`config.mk`:
```
export PLATFORM = sky130hd
export DESIGN_NAME = prog_sequencer_flat
export DESIGN_NICKNAME = d
export VERILOG_FILES = /design/src/rtl/prog_sequencer_if.sv /design/src/rtl/prog_sequencer.sv /design/src/flat_wrapper.sv
export SDC_FILE = /design/constraint.sdc
export NUM_CORES = 1
export LEC_CHECK = 0
export ABC_AREA = 1
export BUFFER_PORTS_ARGS = -buffer_cell sky130_fd_sc_hd__buf_2
export CAP_MARGIN = 20
export CORE_MARGIN = 10
export CORE_UTILIZATION = 45
export DETAILED_ROUTE_END_ITERATION = 12
export GPL_TIMING_DRIVEN = 0
export SLEW_MARGIN = 20
export SYNTH_ARGS = -nofsm -noshare
export SYNTH_HDL_FRONTEND = slang
export SYNTH_SLANG_ARGS = --single-unit
export TNS_END_PERCENT = 100
```
`constraint.sdc`:
```
create_clock -name Clk -period 2 [get_ports Clk]
set_input_delay 0.4 -clock Clk [delete_from_list [all_inputs] [get_ports Clk]]
set_output_delay 0.4 -clock Clk [all_outputs]
set_load 0.01 [all_outputs]
```
`src/rtl/prog_sequencer_if.sv`:
```
// prog_sequencer_if: control, core handshake and result readback signals of
// the batch run controller. The controller uses the slave modport; whatever
// drives Go/Abort/CoreAck/RdIdx uses the master modport.
interface prog_sequencer_if #(
   parameter int NUM_PROGS = 3,
   parameter int CNT_W     = 16
);
   localparam int PW = (NUM_PROGS > 1) ? $clog2(NUM_PROGS) : 1;

   logic             Go;
   logic             Abort;
   logic             CoreAck;
   logic             CoreReset;
   logic             CoreStart;
   logic [PW-1:0]    ProgIdx;
   logic             Busy;
   logic             Done;
   logic             Error;
   logic [PW-1:0]    RdIdx;
   logic [CNT_W-1:0] RdCycles;

   modport master (
      output Go, Abort, CoreAck, RdIdx,
      input  CoreReset, CoreStart, ProgIdx, Busy, Done, Error, RdCycles
   );

   modport slave (
      input  Go, Abort, CoreAck, RdIdx,
      output CoreReset, CoreStart, ProgIdx, Busy, Done, Error, RdCycles
   );
endinterface

```
`src/rtl/prog_sequencer.sv`:
```
// prog_sequencer: batch run controller for the 9-bit processor core.
// Holds the core in reset, then starts NUM_PROGS programs in order, timing
// each one in RUN cycles until the core acknowledges.
// Optional watchdog: define PROG_SEQ_TIMEOUT_EN to compile in the ERR state.
module prog_sequencer #(
   parameter int          NUM_PROGS = 3,
   parameter int          CNT_W     = 16,
   parameter int unsigned TIMEOUT   = 16'hFFFF
) (
   input logic             Clk,
   input logic             Reset,
   prog_sequencer_if.slave bus
);
   localparam int PW = (NUM_PROGS > 1) ? $clog2(NUM_PROGS) : 1;
   localparam logic [PW-1:0]    LAST_IDX = PW'(NUM_PROGS - 1);
   localparam logic [CNT_W-1:0] CNT_MAX  = '1;
`ifdef PROG_SEQ_TIMEOUT_EN
   localparam logic [CNT_W-1:0] TO_LIM   = CNT_W'(TIMEOUT);
`endif

   typedef enum logic [2:0] {
      S_IDLE, S_CRST, S_START, S_RUN, S_NEXT, S_DONE
`ifdef PROG_SEQ_TIMEOUT_EN
      , S_ERR
`endif
   } state_t;

   state_t           state_q, state_d;
   logic             ph_q, ph_d;
   logic [CNT_W-1:0] cnt_q, cnt_d;
   logic [PW-1:0]    prog_idx_q, prog_idx_d;
   logic             core_reset_q, core_reset_d;
   logic             core_start_q, core_start_d;
   logic             busy_q, busy_d;
   logic             done_q, done_d;
   logic [CNT_W-1:0] res_q [NUM_PROGS];
   logic [CNT_W-1:0] res_d [NUM_PROGS];
`ifdef PROG_SEQ_TIMEOUT_EN
   logic             error_q, error_d;
`endif

   // State register plus all registered outputs and result storage
   always_ff @(posedge Clk or negedge Reset) begin
      if (!Reset) begin
         state_q      <= S_IDLE;
         ph_q         <= 1'b0;
         cnt_q        <= '0;
         prog_idx_q   <= '0;
         core_reset_q <= 1'b1;
         core_start_q <= 1'b0;
         busy_q       <= 1'b0;
         done_q       <= 1'b0;
         res_q        <= '{default: '0};
`ifdef PROG_SEQ_TIMEOUT_EN
         error_q      <= 1'b0;
`endif
      end else begin
         state_q      <= state_d;
         ph_q         <= ph_d;
         cnt_q        <= cnt_d;
         prog_idx_q   <= prog_idx_d;
         core_reset_q <= core_reset_d;
         core_start_q <= core_start_d;
         busy_q       <= busy_d;
         done_q       <= done_d;
         res_q        <= res_d;
`ifdef PROG_SEQ_TIMEOUT_EN
         error_q      <= error_d;
`endif
      end
   end

   // Next-state, program index, cycle counter and result capture
   always_comb begin
      state_d    = state_q;
      ph_d       = 1'b0;
      cnt_d      = cnt_q;
      prog_idx_d = prog_idx_q;
      res_d      = res_q;
      case (state_q)
         S_IDLE, S_DONE: begin
            if (bus.Go) begin
               state_d    = S_CRST;
               prog_idx_d = '0;
            end
         end
`ifdef PROG_SEQ_TIMEOUT_EN
         S_ERR: begin
            if (bus.Go) begin
               state_d    = S_CRST;
               prog_idx_d = '0;
            end
         end
`endif
         // ph_q marks the second cycle of the two-cycle CRST/START phases
         S_CRST: begin
            ph_d = ~ph_q;
            if (ph_q) state_d = S_START;
         end
         S_START: begin
            ph_d  = ~ph_q;
            cnt_d = '0;
            if (ph_q) state_d = S_RUN;
         end
         S_RUN: begin
            if (bus.CoreAck) begin
               res_d[prog_idx_q] = cnt_q;
               state_d           = S_NEXT;
            end
`ifdef PROG_SEQ_TIMEOUT_EN
            else if (cnt_q == TO_LIM) begin
               res_d[prog_idx_q] = TO_LIM;
               state_d           = S_ERR;
            end
`endif
            else if (cnt_q != CNT_MAX) begin
               cnt_d = cnt_q + CNT_W'(1);
            end
         end
         S_NEXT: begin
            if (prog_idx_q == LAST_IDX) begin
               state_d = S_DONE;
            end else begin
               prog_idx_d = prog_idx_q + PW'(1);
               state_d    = S_START;
            end
         end
         default: state_d = S_IDLE;
      endcase
      // Abort overrides everything, including a Go or Ack seen this cycle
      if (bus.Abort) begin
         state_d    = S_IDLE;
         ph_d       = 1'b0;
         prog_idx_d = prog_idx_q;
         res_d      = res_q;
      end
   end

   // Registered outputs are decoded from the upcoming state
   always_comb begin
      core_reset_d = (state_d == S_CRST);
      core_start_d = (state_d == S_START);
      busy_d       = (state_d inside {S_CRST, S_START, S_RUN, S_NEXT});
      done_d       = (state_d == S_DONE);
`ifdef PROG_SEQ_TIMEOUT_EN
      error_d = error_q;
      if (state_d == S_CRST && state_q != S_CRST) error_d = 1'b0;
      if (state_d == S_ERR) error_d = 1'b1;
`endif
   end

   assign bus.CoreReset = core_reset_q;
   assign bus.CoreStart = core_start_q;
   assign bus.ProgIdx   = prog_idx_q;
   assign bus.Busy      = busy_q;
   assign bus.Done      = done_q;
`ifdef PROG_SEQ_TIMEOUT_EN
   assign bus.Error     = error_q;
`else
   assign bus.Error     = 1'b0;
`endif
   assign bus.RdCycles  = (int'(bus.RdIdx) < NUM_PROGS) ? res_q[bus.RdIdx] : '0;
endmodule

```
`src/flat_wrapper.sv`:
```
// flat-port wrapper written by rule: the top's interface ports become plain ports
module prog_sequencer_flat 
#(
   parameter int          NUM_PROGS = 3,
   parameter int          CNT_W     = 16,
   parameter int unsigned TIMEOUT   = 16'hFFFF
)
  (Clk, Reset, bus_Go, bus_Abort, bus_CoreAck, bus_RdIdx, bus_CoreReset, bus_CoreStart, bus_ProgIdx, bus_Busy, bus_Done, bus_Error, bus_RdCycles);
  prog_sequencer_if #(.NUM_PROGS(NUM_PROGS), .CNT_W(CNT_W)) bus_i ();
  input logic Clk;
  input logic Reset;
  input wire logic [$bits(bus_i.Go)-1:0] bus_Go;
  input wire logic [$bits(bus_i.Abort)-1:0] bus_Abort;
  input wire logic [$bits(bus_i.CoreAck)-1:0] bus_CoreAck;
  input wire logic [$bits(bus_i.RdIdx)-1:0] bus_RdIdx;
  output wire logic [$bits(bus_i.CoreReset)-1:0] bus_CoreReset;
  output wire logic [$bits(bus_i.CoreStart)-1:0] bus_CoreStart;
  output wire logic [$bits(bus_i.ProgIdx)-1:0] bus_ProgIdx;
  output wire logic [$bits(bus_i.Busy)-1:0] bus_Busy;
  output wire logic [$bits(bus_i.Done)-1:0] bus_Done;
  output wire logic [$bits(bus_i.Error)-1:0] bus_Error;
  output wire logic [$bits(bus_i.RdCycles)-1:0] bus_RdCycles;
  assign bus_i.Go = bus_Go;
  assign bus_i.Abort = bus_Abort;
  assign bus_i.CoreAck = bus_CoreAck;
  assign bus_i.RdIdx = bus_RdIdx;
  assign bus_CoreReset = bus_i.CoreReset;
  assign bus_CoreStart = bus_i.CoreStart;
  assign bus_ProgIdx = bus_i.ProgIdx;
  assign bus_Busy = bus_i.Busy;
  assign bus_Done = bus_i.Done;
  assign bus_Error = bus_i.Error;
  assign bus_RdCycles = bus_i.RdCycles;
  prog_sequencer #(.NUM_PROGS(NUM_PROGS), .CNT_W(CNT_W), .TIMEOUT(TIMEOUT)) u_core (.Clk(Clk), .Reset(Reset), .bus(bus_i));
endmodule
```
==> results of run 1 <==
==> cells by family after synthesis <==
family / after synthesis / synth area share [%]
xor gates and xnor gates: 6 / 1.432
AOI/OAI and AO/OA: 87 / 13.30
DFF: 74 / 50.51
adders and majority gates: 4 / 1.364
buffers and inverters: 56 / 6.719
other: 1 / 0.1022
and+or+nand+nor: 228 / 26.57
==> cell usage after synthesis <==
master	count	area share, %
nor3_4	1	0.44
nor3_1	3	0.41
inv_1	32	3.3
nand3_1	39	5.3
nor2_1	58	5.9
buf_4	3	0.61
nor3b_1	1	0.20
a211oi_1	2	0.41
conb_1	1	0.10
nand2_2	5	0.85
buf_2	8	1.1
dfrtp_1	73	50
dfstp_2	1	0.72
o21ai_2	2	0.48
clkbuf_1	9	0.92
a21oi_1	3	0.41
nand4_1	6	1.0
and2_1	2	0.34
nor2_4	1	0.31
nand3b_1	2	0.41
ha_1	4	1.4
buf_6	2	0.61
xor2_1	6	1.4
nand2_1	109	11
nor2_2	1	0.17
o21ai_0	22	3.0
inv_2	2	0.20
o21ai_1	42	5.7
o31ai_1	16	3.3
==> worst paths after layout <==
check / start / endpoint / slack (ps) / cells after the start
setup reg to reg: u_core.cnt_q[0] / u_core.cnt_q[10] / 210 / 9
setup / recovery: bus_RdIdx[0] / bus_RdCycles[1] / 140 / 6
hold / removal: bus_Abort / u_core.ph_q / 310 / 2
hold reg to reg: u_core.ph_q / u_core.ph_q / 460 / 1
min in group asynchronous: Reset / u_core.res_q[21] / 510 / 2
max in group asynchronous: Reset / u_core.bus.CoreReset / 860 / 3
==> sequential cells by signal (all words and copies together), names as in the netlist <==
| name | flops |
|---|---|
| u_core.bus.Busy | 1 |
| u_core.bus.CoreReset | 1 |
| u_core.bus.CoreStart | 1 |
| u_core.bus.Done | 1 |
| u_core.bus.ProgIdx | 2 |
| u_core.cnt_q | 16 |
| u_core.ph_q | 1 |
| u_core.res_q | 48 |
| u_core.state_q | 3 |
==> area by class of cell <==
type / count / area (sq um)
Fill cell: 779 / 3676
Multi-Input combinational cell: 326 / 1579
Buffer: 22 / 127.6
Sequential cell: 74 / 1854
Clock buffer: 12 / 145.1
Inverter: 34 / 127.6
Tap cell: 102 / 127.6
Timing Repair Buffer: 30 / 182.7
Clock inverter: 4 / 27.53
==> per-stage QoR <==
stage	total power [W]	cell area (sq um)	hold WS, ps	utilization (%)	instances
final	0.003200	4172	311.1	53.16	604
after global routing	0.003370	4172	313.5	53.16	604
after CTS	0.003230	4156	295.0	52.97	603
after detailed placement	0.002188	3961	339.2	50.48	586
after global placement	0.002171	3931	440.1	50.10	585
after floorplan	0.001996	3669	104.4	-	456
==> what timing repair did <==
item	CTS	global route
hold endpoints to repair	25	0
buffers inserted	0	1
endpoints found under the setup margin	16	28
gates resized for setup	6	5
hold buffers	1	0
==> per-layer routing <==
metal | vias to the layer above | GRT usage (%) | part of all wire, %
li1 | 1577 | - | -
met1 | 1509 | 22.65 | 47
met2 | 66 | 25.97 | 46
met3 | 4 | 2.786 | 6.0
met4 | 0 | 5.596 | 0.52
met5 | - | 0 | 0
==> where the power goes <==
part / leakage, nW / internal, W / switching, W
clock network: 0.0903 / 0.000486 / 0.000555
registers: 1.02 / 0.00159 / 0.0000779
logic: 0.779 / 0.000158 / 0.000333
total: 1.89 / 0.00223 / 0.000965
==> out/summary.md, run 1 <==
The worst hold path belongs to the class in2reg. In this run the mean area of a mapped cell was 8.045 sq um. For the pin with the worst max-slew slack, the measured transition is 563.0 ps. For this run, the post-layout net count is 508. 30 I/O pins were placed. Detailed routing inserted a total of 3156 vias. Cells with a size suffix above 1 make up 15.54% of the layout. STA classifies the critical path startpoint as an input pin. Once detailed placement completed, the half-perimeter wirelength came to 6.741 mm.

The congestion estimate from routability-driven global placement came to 0.8959. Summed over all layers, the routed wires come to 9.299 mm. The run gives 46.75% as the initial core utilization. The largest single stage delay on the critical path is 250 ps. The number of buffer cells added on primary ports came out at 27.

The critical path is of the in2out type. The logs give 0 for the number of antenna repair diodes and 0 ps for the sum of negative setup slack. Along the worst path, the maximum fanout reaches 10. Number of warning messages in the yosys log: 0. CTS placed an instance of clkbuf_8 at the clock tree root. Traced cell by cell, the critical path runs through clkbuf_2, inv_1, clkbuf_4, nor2_1, o31ai_2, buf_2. TritonCTS built the clock tree. The leakage dissipation was 1.888 nW; the final number of hold-violating endpoints was 0.

The clock period could shrink to 1865 ps. The final critical path takes up 93.25% of the cycle. Max-slew headroom at the worst pin: 62.47%.

In the routed layout, each cell is associated on average with a via count of 5.225. For this design the ratio of total power to cell area is 767.1 mW/mm^2. The first routing iteration left 197 violations. The floorplan step defined a core boundary enclosing 0.007848 sq mm. For this design, the slowest cell found on the critical path is clkbuf_4.

Synthesis inferred 74 register bits. STA puts the critical path data required time at 1600 ps. The share of the Yosys chip area taken by registers is 50.51%. In the layout the commonest cells are 109 x nand2_1, 72 x dfrtp_1, 57 x nor2_1. For this run, the top clock speed supported by timing is 0.5362 GHz. Entering global routing, the biggest net connects 50 pins. The max-capacitance violation count is 0, and the synthesis-to-finish area growth is 13.71%.

The setup slack after layout came out at 135.0 ps. The floorplan has 32 rows. The floorplan step set the die height to 110.3 um. In this run the deepest clock path goes through 2 buffers. IR analysis of the VDD net gives a maximum drop of 0.0003897 V. Together, buffers and inverters on the worst path number 4. The TritonCTS buffer count was 9. The family of cells with the greatest summed delay on the critical path was buffers and inverters. After detailed routing, the number of remaining DRC violations is 0. The worst clock skew on the final layout came out at 11.58 ps. The run gives -278.6 ps as the worst setup slack before clock tree synthesis. Clock-pin slew was measured on the worst setup and hold paths at 70 ps. Initial antenna violation count: 0. From left edge to right edge, the die measures 110.3 um.

Leaving out fill and tap cells, the most frequent cell in the layout is nand2_1. The run gives 29 as the number of different library cells in the post-synthesis netlist. The worst setup path is captured at an output port.

The die covers 0.01216 sq mm. Clock tree synthesis found a total of 74 sinks. For this run, the total global-route usage over all layers was measured as 16.54%. The max-slew violation total from the final report was 0; the count of H-tree levels built during CTS was 3.

The count of nets left with antenna violations once routing finished came out at 0. The logs give 15.79 mm for the wire length of the first global-routing pass and 456 for the number of instances in the synthesized netlist. The logs give 7 for the detailed-router iteration count before antenna repair and 467 for the net count after synthesis. Setup violations remaining at the end of the flow were counted as 0. At the worst endpoint, the arrival time is 1460 ps.

In the final routed layout, each cell accounts on average for 15.40 um. The logs give 0.003669 sq mm for the netlist area before placement and 350 ps for the later-pin clock latency in the skew report. The tools report the via count of the first global-routing pass as 3137.

The run finished with clean final reports. After global routing the overflow that remains totals 0. Setup repair after global routing left no endpoint under its margin.
Note: power is estimated with default switching activity, not from simulation.
==> inputs of run 2 (changes only) <==
--- a/config.mk
+++ b/config.mk
@@ -5,7 +5,7 @@
 export SDC_FILE = /design/constraint.sdc
 export NUM_CORES = 1
 export LEC_CHECK = 0
-export ABC_AREA = 1
+export ABC_AREA = 0
 export BUFFER_PORTS_ARGS = -buffer_cell sky130_fd_sc_hd__buf_2
 export CAP_MARGIN = 20
 export CORE_MARGIN = 10
==> out/summary.md, run 2 <==
Among all cell types in the netlist, the one instantiated most often is dfrtp_1. For the via count of the first global-routing pass, the log shows 2632. Leaving out fill and tap cells, the most frequent cell in the layout is dfrtp_1.

The initial antenna violation count was 0. The aggregate global routing overflow was 0. The floorplan has 32 rows.

The tools report the data arrival time of the critical path as 2190 ps. The core area was 0.007767 sq mm; the max-capacitance violation count was 0. Dividing the detail-routed wire length by the instance count gives 16.76 um. Synthesis inferred 74 register bits. The worst register-to-register path begins at u_core.state_q[2].

The worst setup path is launched from a flip-flop. The H-tree was split into 3 levels. TritonCTS created 9 clock buffers. The floorplan step defined a die boundary enclosing 0.01201 sq mm. The register clock-pin slew on the reported worst setup and hold paths was 80 ps; the number of cells on the worst reg-to-reg path was 4. Entering global routing, the biggest net connects 40 pins. The number of warning messages in the yosys log is 0, and the worst clock skew on the final layout is 12.29 ps.

Summing all placed instances gives a cell area of 0.003896 sq mm. After the last flow step, the layout net total stands at 373. Among all flip-flop cells after synthesis, the most frequent one is dfrtp_1.

In this run the worst path has a maximum fanout of 7. For this run, design rule violations remaining after detail routing come to 0. Routability-driven placement finished with a final weighted congestion of 0.8055. The detailed-router iteration count before antenna repair was 4; the net count after synthesis was 334. The flow ran to the end, and the final reports show no timing, DRC or antenna violations. Capturing element type of the critical path: a flip-flop. The worst flop-to-flop path endpoint was u_core.cnt_q[5]. The initial core utilization was 46.49%. At the worst endpoint, the required time is 2270 ps. After routing the design area is 0.004158 sq mm. The synthesized area per cell was 11.18 sq um.

TritonCTS built the clock tree. In this run the remaining antenna-violating nets after routing total 0. Most crowded layer after global routing: met2.

The fraction of the cycle the final worst path needs was 95.89%; the sink count of the clock tree was 74. Setup violations remaining at the end of the flow were counted as 0. For this run, the register share of the synthesized area comes to 51.32%. The logs give 13.26 mm for the wire length of the first global-routing pass and 2595 for the vias after detailed routing. By count the netlist is led by 73 x dfrtp_1, 48 x mux2_2, 32 x nand2_1. The netlist uses 49 different library cells. Counting flops with an async set or reset pin after synthesis yields a share of 100.0%.

The largest registers in the layout are u_core.res_q: 48 flops, u_core.cnt_q: 16 flops, u_core.state_q: 3 flops. Yosys attributes the largest share of cell area to dfrtp_1 51%, mux2_2 15%, mux2i_1 6.1%. After clock tree synthesis, the flow added hold-fix buffers numbering 0.

The synthesized design contains 0 enable-type register cells. After synthesis, the largest area contributor takes up 50.59% of total cell area. For the largest voltage drop on the vdd net, the log shows 0.0003028 V. Walking the worst path, the cells encountered are nand2b_1, or3_4, or4_1, a21oi_1. Port buffering added 27 buffers. Classification of the worst-slack hold path: in2async. Compared with the post-synthesis result, the final layout area differs by 15.14%. Measured along the x axis, the die boundary spans 109.6 um. For this block, the initial DRC count from the detailed router was 87.

The slew at the pin closest to its max-slew limit is 611.8 ps. The met1 layer usage reported by global route was 18.48%; the half-perimeter wire length after detailed placement was 5.445 mm. The number of instances in the synthesized netlist is 323, and the combined global-route utilization of all metal layers is 14.13%.

Startpoint-to-endpoint class of the critical path: reg2reg. The cell area that synthesis handed to floorplanning was 0.003611 sq mm. The highest achievable clock rate came out at 0.5214 GHz.

The tools report the max-slew violation total from the final report as 0. In this run the vertical extent of the chip is 109.6 um. In this run the deepest clock path goes through 2 buffers. The logs give 0 for the final number of hold-violating endpoints and 0 for the number of antenna repair diodes. The later pin in the worst-skew pair is clocked with a latency of 350 ps. Final wirelength: 7.859 mm. The mean number of vias per cell is 5.533, and the fraction of met2 tracks used by global routing is 21.76%. The max-slew headroom at the worst pin was 58.90%; the power density over cell area was 789.0 mW/mm^2. In the layout the commonest cells are 66 x dfrtp_1, 48 x mux2_2, 29 x nand2_1. Fill cell total of the finished layout: 728.

The register with the most flip-flops in the layout has 48 of them. For this run, the number of standard cells in the final layout without fillers is 469. Counting tap cells, the placed design contains a total of 453 instances. CTS placed an instance of clkbuf_8 at the clock tree root.

For the final routed database, the setup TNS stands at 0 ps. In this design, the stage delay of the slowest critical-path cell is 510 ps. The tools report the leakage dissipation as 2.015 nW. The register bank with the most flops was u_core.res_q. The logs give 53.53% for the final core utilization and 30 for the number of ports placed on the die boundary. The slowest stage of the critical path is the or4_1 cell. Met3 layer usage reported by global route: 3.335%. The largest total area in the synthesized netlist belongs to dfrtp_1. The post-route netlist has 33.51% of its cells at a drive strength greater than 1. The slack of the worst reg-to-reg path is 80 ps. Final period demand of the worst path: 1918 ps.
-- run 2: changes by cell type after synthesis, moves of 8 or more --
cell,delta
inv_1,-26
mux2_2,+48
mux2i_1,+22
nand2_1,-77
nand2b_1,+8
nand3_1,-30
nor2_1,-48
o21ai_1,-42
o31ai_1,-14
-- run 2: cell families (layout without fill, tap and decap cells) --
group | Yosys count | after routing | share of synthesized area (%)
XOR/XNOR | 1 | 1 | 0.2426
AO/OA/AOI/OAI | 48 | 48 | 8.559
buffers and inverters | 23 | 67 | 2.633
flip-flops | 74 | 74 | 51.32
adder cells (fa/ha/maj) | 4 | 4 | 1.386
other | 1 | 1 | 0.1039
AND/OR/NAND/NOR | 102 | 102 | 14.69
multiplexers | 70 | 70 | 21.07
-- run 2: how the worst max path moves through the flow --
stage / start / end / slack, ps / cells after the start
6_report: u_core.state_q[2] / u_core.cnt_q[5] / 80 / 4
5_1_grt: u_core.cnt_q[0] / u_core.cnt_q[0] / -2 / 5
4_1_cts: u_core.state_q[0] / u_core.cnt_q[5] / 20 / 6
3_5_place_dp: bus_RdIdx[1] / bus_RdCycles[8] / -410 / 7
3_3_place_gp: bus_RdIdx[1] / bus_RdCycles[13] / -380 / 7
2_1_floorplan: u_core.state_q[0] / u_core.cnt_q[5] / 150 / 6
-- run 2: repair_timing --
action | 4_1_cts | 5_1_grt
setup endpoints to repair | 44 | 20
gates resized for setup | 14 | 12
hold endpoints to repair | 0 | 0
pin swaps | 1 | 1
gates cloned | 0 | 0
buffers inserted | 3 | 1
-- run 2: cell type report --
type                            count  area, sq um  share of cell area [%]
Buffer                             13        70.07                   1.685
Timing Repair Buffer               32        187.7                   4.514
Sequential cell                    74         1862                   44.78
Multi-Input combinational cell    226         1693                   40.72
Clock buffer                       11        141.4                   3.401
Tap cell                          102        127.6                   3.070
Clock inverter                      5        53.80                   1.294
Inverter                            6        22.52                  0.5417
-- run 2: worst max-delay path, delay by kind of cell, from the launching register on --
family	cells	cell delay (ps)
and+or+nand+nor	3	1280
DFF	1	410
AOI/OAI and AO/OA	1	150
-- run 2: stage by stage --
step	hold WS [ps]	worst slack (ps)	total power [W]
2_1_floorplan	104.4	145.5	0.001975
5_1_grt	28.89	-2.091	0.003457
3_5_place_dp	407.7	-407.4	0.002140
4_1_cts	14.54	17.34	0.003313
3_3_place_gp	471.6	-383.7	0.002121
6_report	12.27	82.15	0.003280
-- run 2: metal layers --
layer	vias up	wire length, um
met2	36	3676
li1	1255	-
met4	0	137
met5	-	0
met1	1293	3767
met3	11	278
-- run 2: power breakdown --
part | switching (W) | internal, W
sequential | 0.000165 | 0.00161
clock | 0.000549 | 0.000606
combinational | 0.000188 | 0.000160
total | 0.000902 | 0.00238
==> inputs of run 3 (changes only) <==
==> constraint.sdc (replaced) <==
create_clock -name Clk -period 2.2 [get_ports Clk]
set_input_delay 0.44 -clock Clk [delete_from_list [all_inputs] [get_ports Clk]]
set_output_delay 0.44 -clock Clk [all_outputs]
set_load 0.01 [all_outputs]
==> out/summary.md, run 3 (synthesis gave the netlist of run 2 again) <==
The run finished with clean final reports. Clock-pin slew was measured on the worst setup and hold paths at 70 ps. In this run the critical register-to-register path is captured at u_core.res_q[12]. The worst setup path is launched from a flip-flop. The final antenna-violating net count was 0; the combined global-route utilization of all metal layers was 14.11%. The worst clock skew on the final layout was 10.03 ps; the vias after detailed routing was 2570. Reg-to-reg startpoint: u_core.state_q[0]. The cell that appears most often on the critical path is nand2_1. Once placement finished, the instance area stood at 0.003896 sq mm. The number of DRC violations after detailed routing is 0, and the width of the die is 109.6 um. For the final number of hold-violating endpoints, the log shows 0. Family of cells with the greatest summed delay on the critical path: simple AND/OR/NAND/NOR gates.

The number of antenna repair diodes came out at 0. The tools report the total non-filler cell area in the finished layout as 0.004113 sq mm. For the final core utilization, the log shows 52.95%. After layout, the worst path uses 95.01% of the clock period. In this run the number of H-tree levels came out at 3.

For the worst path required time, the log shows 2430 ps. Leaving out fill and tap cells, the most frequent cell in the layout is dfrtp_1. The floorplan has 32 rows. Buffer and inverter count on the worst path: 1. The sink count of the clock tree was 74.

The logs give 0 for the max-slew violation total from the final report and 7.834 mm for the final wirelength. Once layout is complete, the cells apart from fillers number 468. The clock passes through at most 2 buffers.

Measured in cells, the most critical reg-to-reg path has a length of 5. Based on the critical path, the design can be clocked at up to 0.4784 GHz. The max-capacitance violation count was 0. The average detailed-routed wire length per instance is 16.74 um. Counting the buffers created by CTS gives 9. In this run the static leakage power is 2.009 nW. The classification of the worst-slack hold path is in2async. The die height came out at 109.6 um.

The first detailed-routing pass took 6 iterations. Ratio of cells with drive above 1 in the final layout: 29.78%. Measured against its own limit, the worst slew margin works out to 58.42%. The number of flip-flops under the largest register name was 48.

In the final design database the tool counted 372 nets. The routed metal-1 wirelength is 3.733 mm. Including well taps, the total number of placed cells is 453.

The largest registers in the layout are u_core.res_q: 48 flops, u_core.cnt_q: 16 flops, u_core.state_q: 3 flops. The largest voltage drop on the vdd net is 0.0002783 V, and the wire length on met3 is 279 um. For the wire length of the first global-routing pass, the log shows 13.26 mm. Traced cell by cell, the critical path runs through nand2_1, nor3_4, nand2_1, clkbuf_2, mux2_2. Startpoint-to-endpoint class of the critical path: reg2reg. The worst path needs 2090 ps of the cycle, external delays included.

Input and output buffers added on the ports amount to 27. The via count of the first global-routing pass is 2627. The aggregate global routing overflow was 0. Capturing element type of the critical path: a flip-flop.

Slowest stage cell on the critical path: dfrtp_1. The initial utilization of the core area, before any placement, comes to 46.49%. Counting flops per register, the top entry is u_core.res_q.

From synthesis to final layout, the design area changed by 13.89%. Data arrives at the worst endpoint at 2320 ps. The number of setup violations in the final report is 0. The top cell types in the final layout, fill and taps aside, are 73 x dfrtp_1, 48 x mux2_2, 32 x nand2_1. The worst register-to-register path has a setup slack of 110 ps.

The half-perimeter wire length after detailed placement is 5.445 mm, and the post-CTS setup repair buffer count is 0. For this design the ratio of total power to cell area is 720.6 mW/mm^2. In this run, the number of DRC markers left after iteration 0 of detailed routing was 129.

The total area inside the core boundary comes to 0.007767 sq mm. Setup repair after global routing could not meet its margin everywhere. At the later pin of the worst-skew pair, clock insertion delay measures 350 ps. For the initial antenna violation count, the log shows 0. The number of buffers added to fix hold violations after cts was 0. Setup total negative slack on the finished layout was measured at 0 ps. The tools report the largest net degree at the start of global routing as 40.

The root buffer cell chosen for the clock tree is clkbuf_8. On the worst path, the slowest cell contributes a delay of 450 ps. After detailed routing, the number of vias per cell comes to 5.491. The detailed router used layers up to and including met4. The congestion estimate from routability-driven global placement came to 0.8055.

The die covers 0.01201 sq mm. During I/O placement, the number of pins put on the boundary was 30. TritonCTS built the clock tree. For the pin with the worst max-slew slack, the measured transition is 621.3 ps. The length of routed met2 wiring was 3.682 mm. The largest driver fanout on the critical path works out to 10.
## run 3: worst max path at each step
stage / start / endpoint / slack, ps / depth (start not counted)
2_1_floorplan: bus_RdIdx[1] / bus_RdCycles[10] / 280 / 6
3_3_place_gp: bus_RdIdx[1] / bus_RdCycles[13] / -260 / 7
3_5_place_dp: bus_RdIdx[1] / bus_RdCycles[8] / -290 / 7
4_1_cts: bus_RdIdx[1] / bus_RdCycles[8] / 50 / 7
5_1_grt: u_core.state_q[0] / u_core.res_q[12] / -50 / 5
6_report: u_core.state_q[0] / u_core.res_q[12] / 110 / 5
## run 3: worst reg2reg max path, delay by kind of cell (launching register included)
family	cells	cell delay [ps]
and+or+nand+nor	3	850
muxes	1	340
DFF	1	450
buffers and inverters	1	340
## run 3: area by class of cell
| class | count | area (sq um) |
|---|---|---|
| buffer | 16 | 81.33 |
| clock buffer | 11 | 141.4 |
| clock inverter | 5 | 53.80 |
| fill | 729 | 3655 |
| inverter | 6 | 22.52 |
| multi-input combinational | 226 | 1675 |
| sequential | 74 | 1853 |
| tap | 102 | 127.6 |
| timing repair buffer | 28 | 157.7 |
## run 3: metal layers
metal,global-route usage (%),up-vias
met5,0,-
li1,-,1247
met2,21.68,33
met4,6.413,0
met3,3.335,11
met1,18.51,1279
## run 3: stage by stage
step | setup WS [ps] | hold WS (ps) | total power [W]
6_report | 109.8 | 52.72 | 0.002964
5_1_grt | -48.04 | 69.20 | 0.003128
4_1_cts | 50.57 | 54.54 | 0.003008
3_5_place_dp | -287.4 | 447.7 | 0.001946
3_3_place_gp | -263.7 | 471.6 | 0.001928
2_1_floorplan | 281.2 | 144.4 | 0.001795
## run 3: report_power, final
part / total (W) / leakage, nW / internal, W / switching, W
clock: 0.00105 / 0.103 / 0.000551 / 0.000496
combinational: 0.000310 / 0.895 / 0.000141 / 0.000169
sequential: 0.00161 / 1.01 / 0.00146 / 0.000150
total: 0.00296 / 2.01 / 0.00215 / 0.000815
## run 3: repair_timing
action	4_1_cts	5_1_grt
hold endpoints to repair	0	0
gates resized for setup	8	3
setup endpoints to repair	40	32
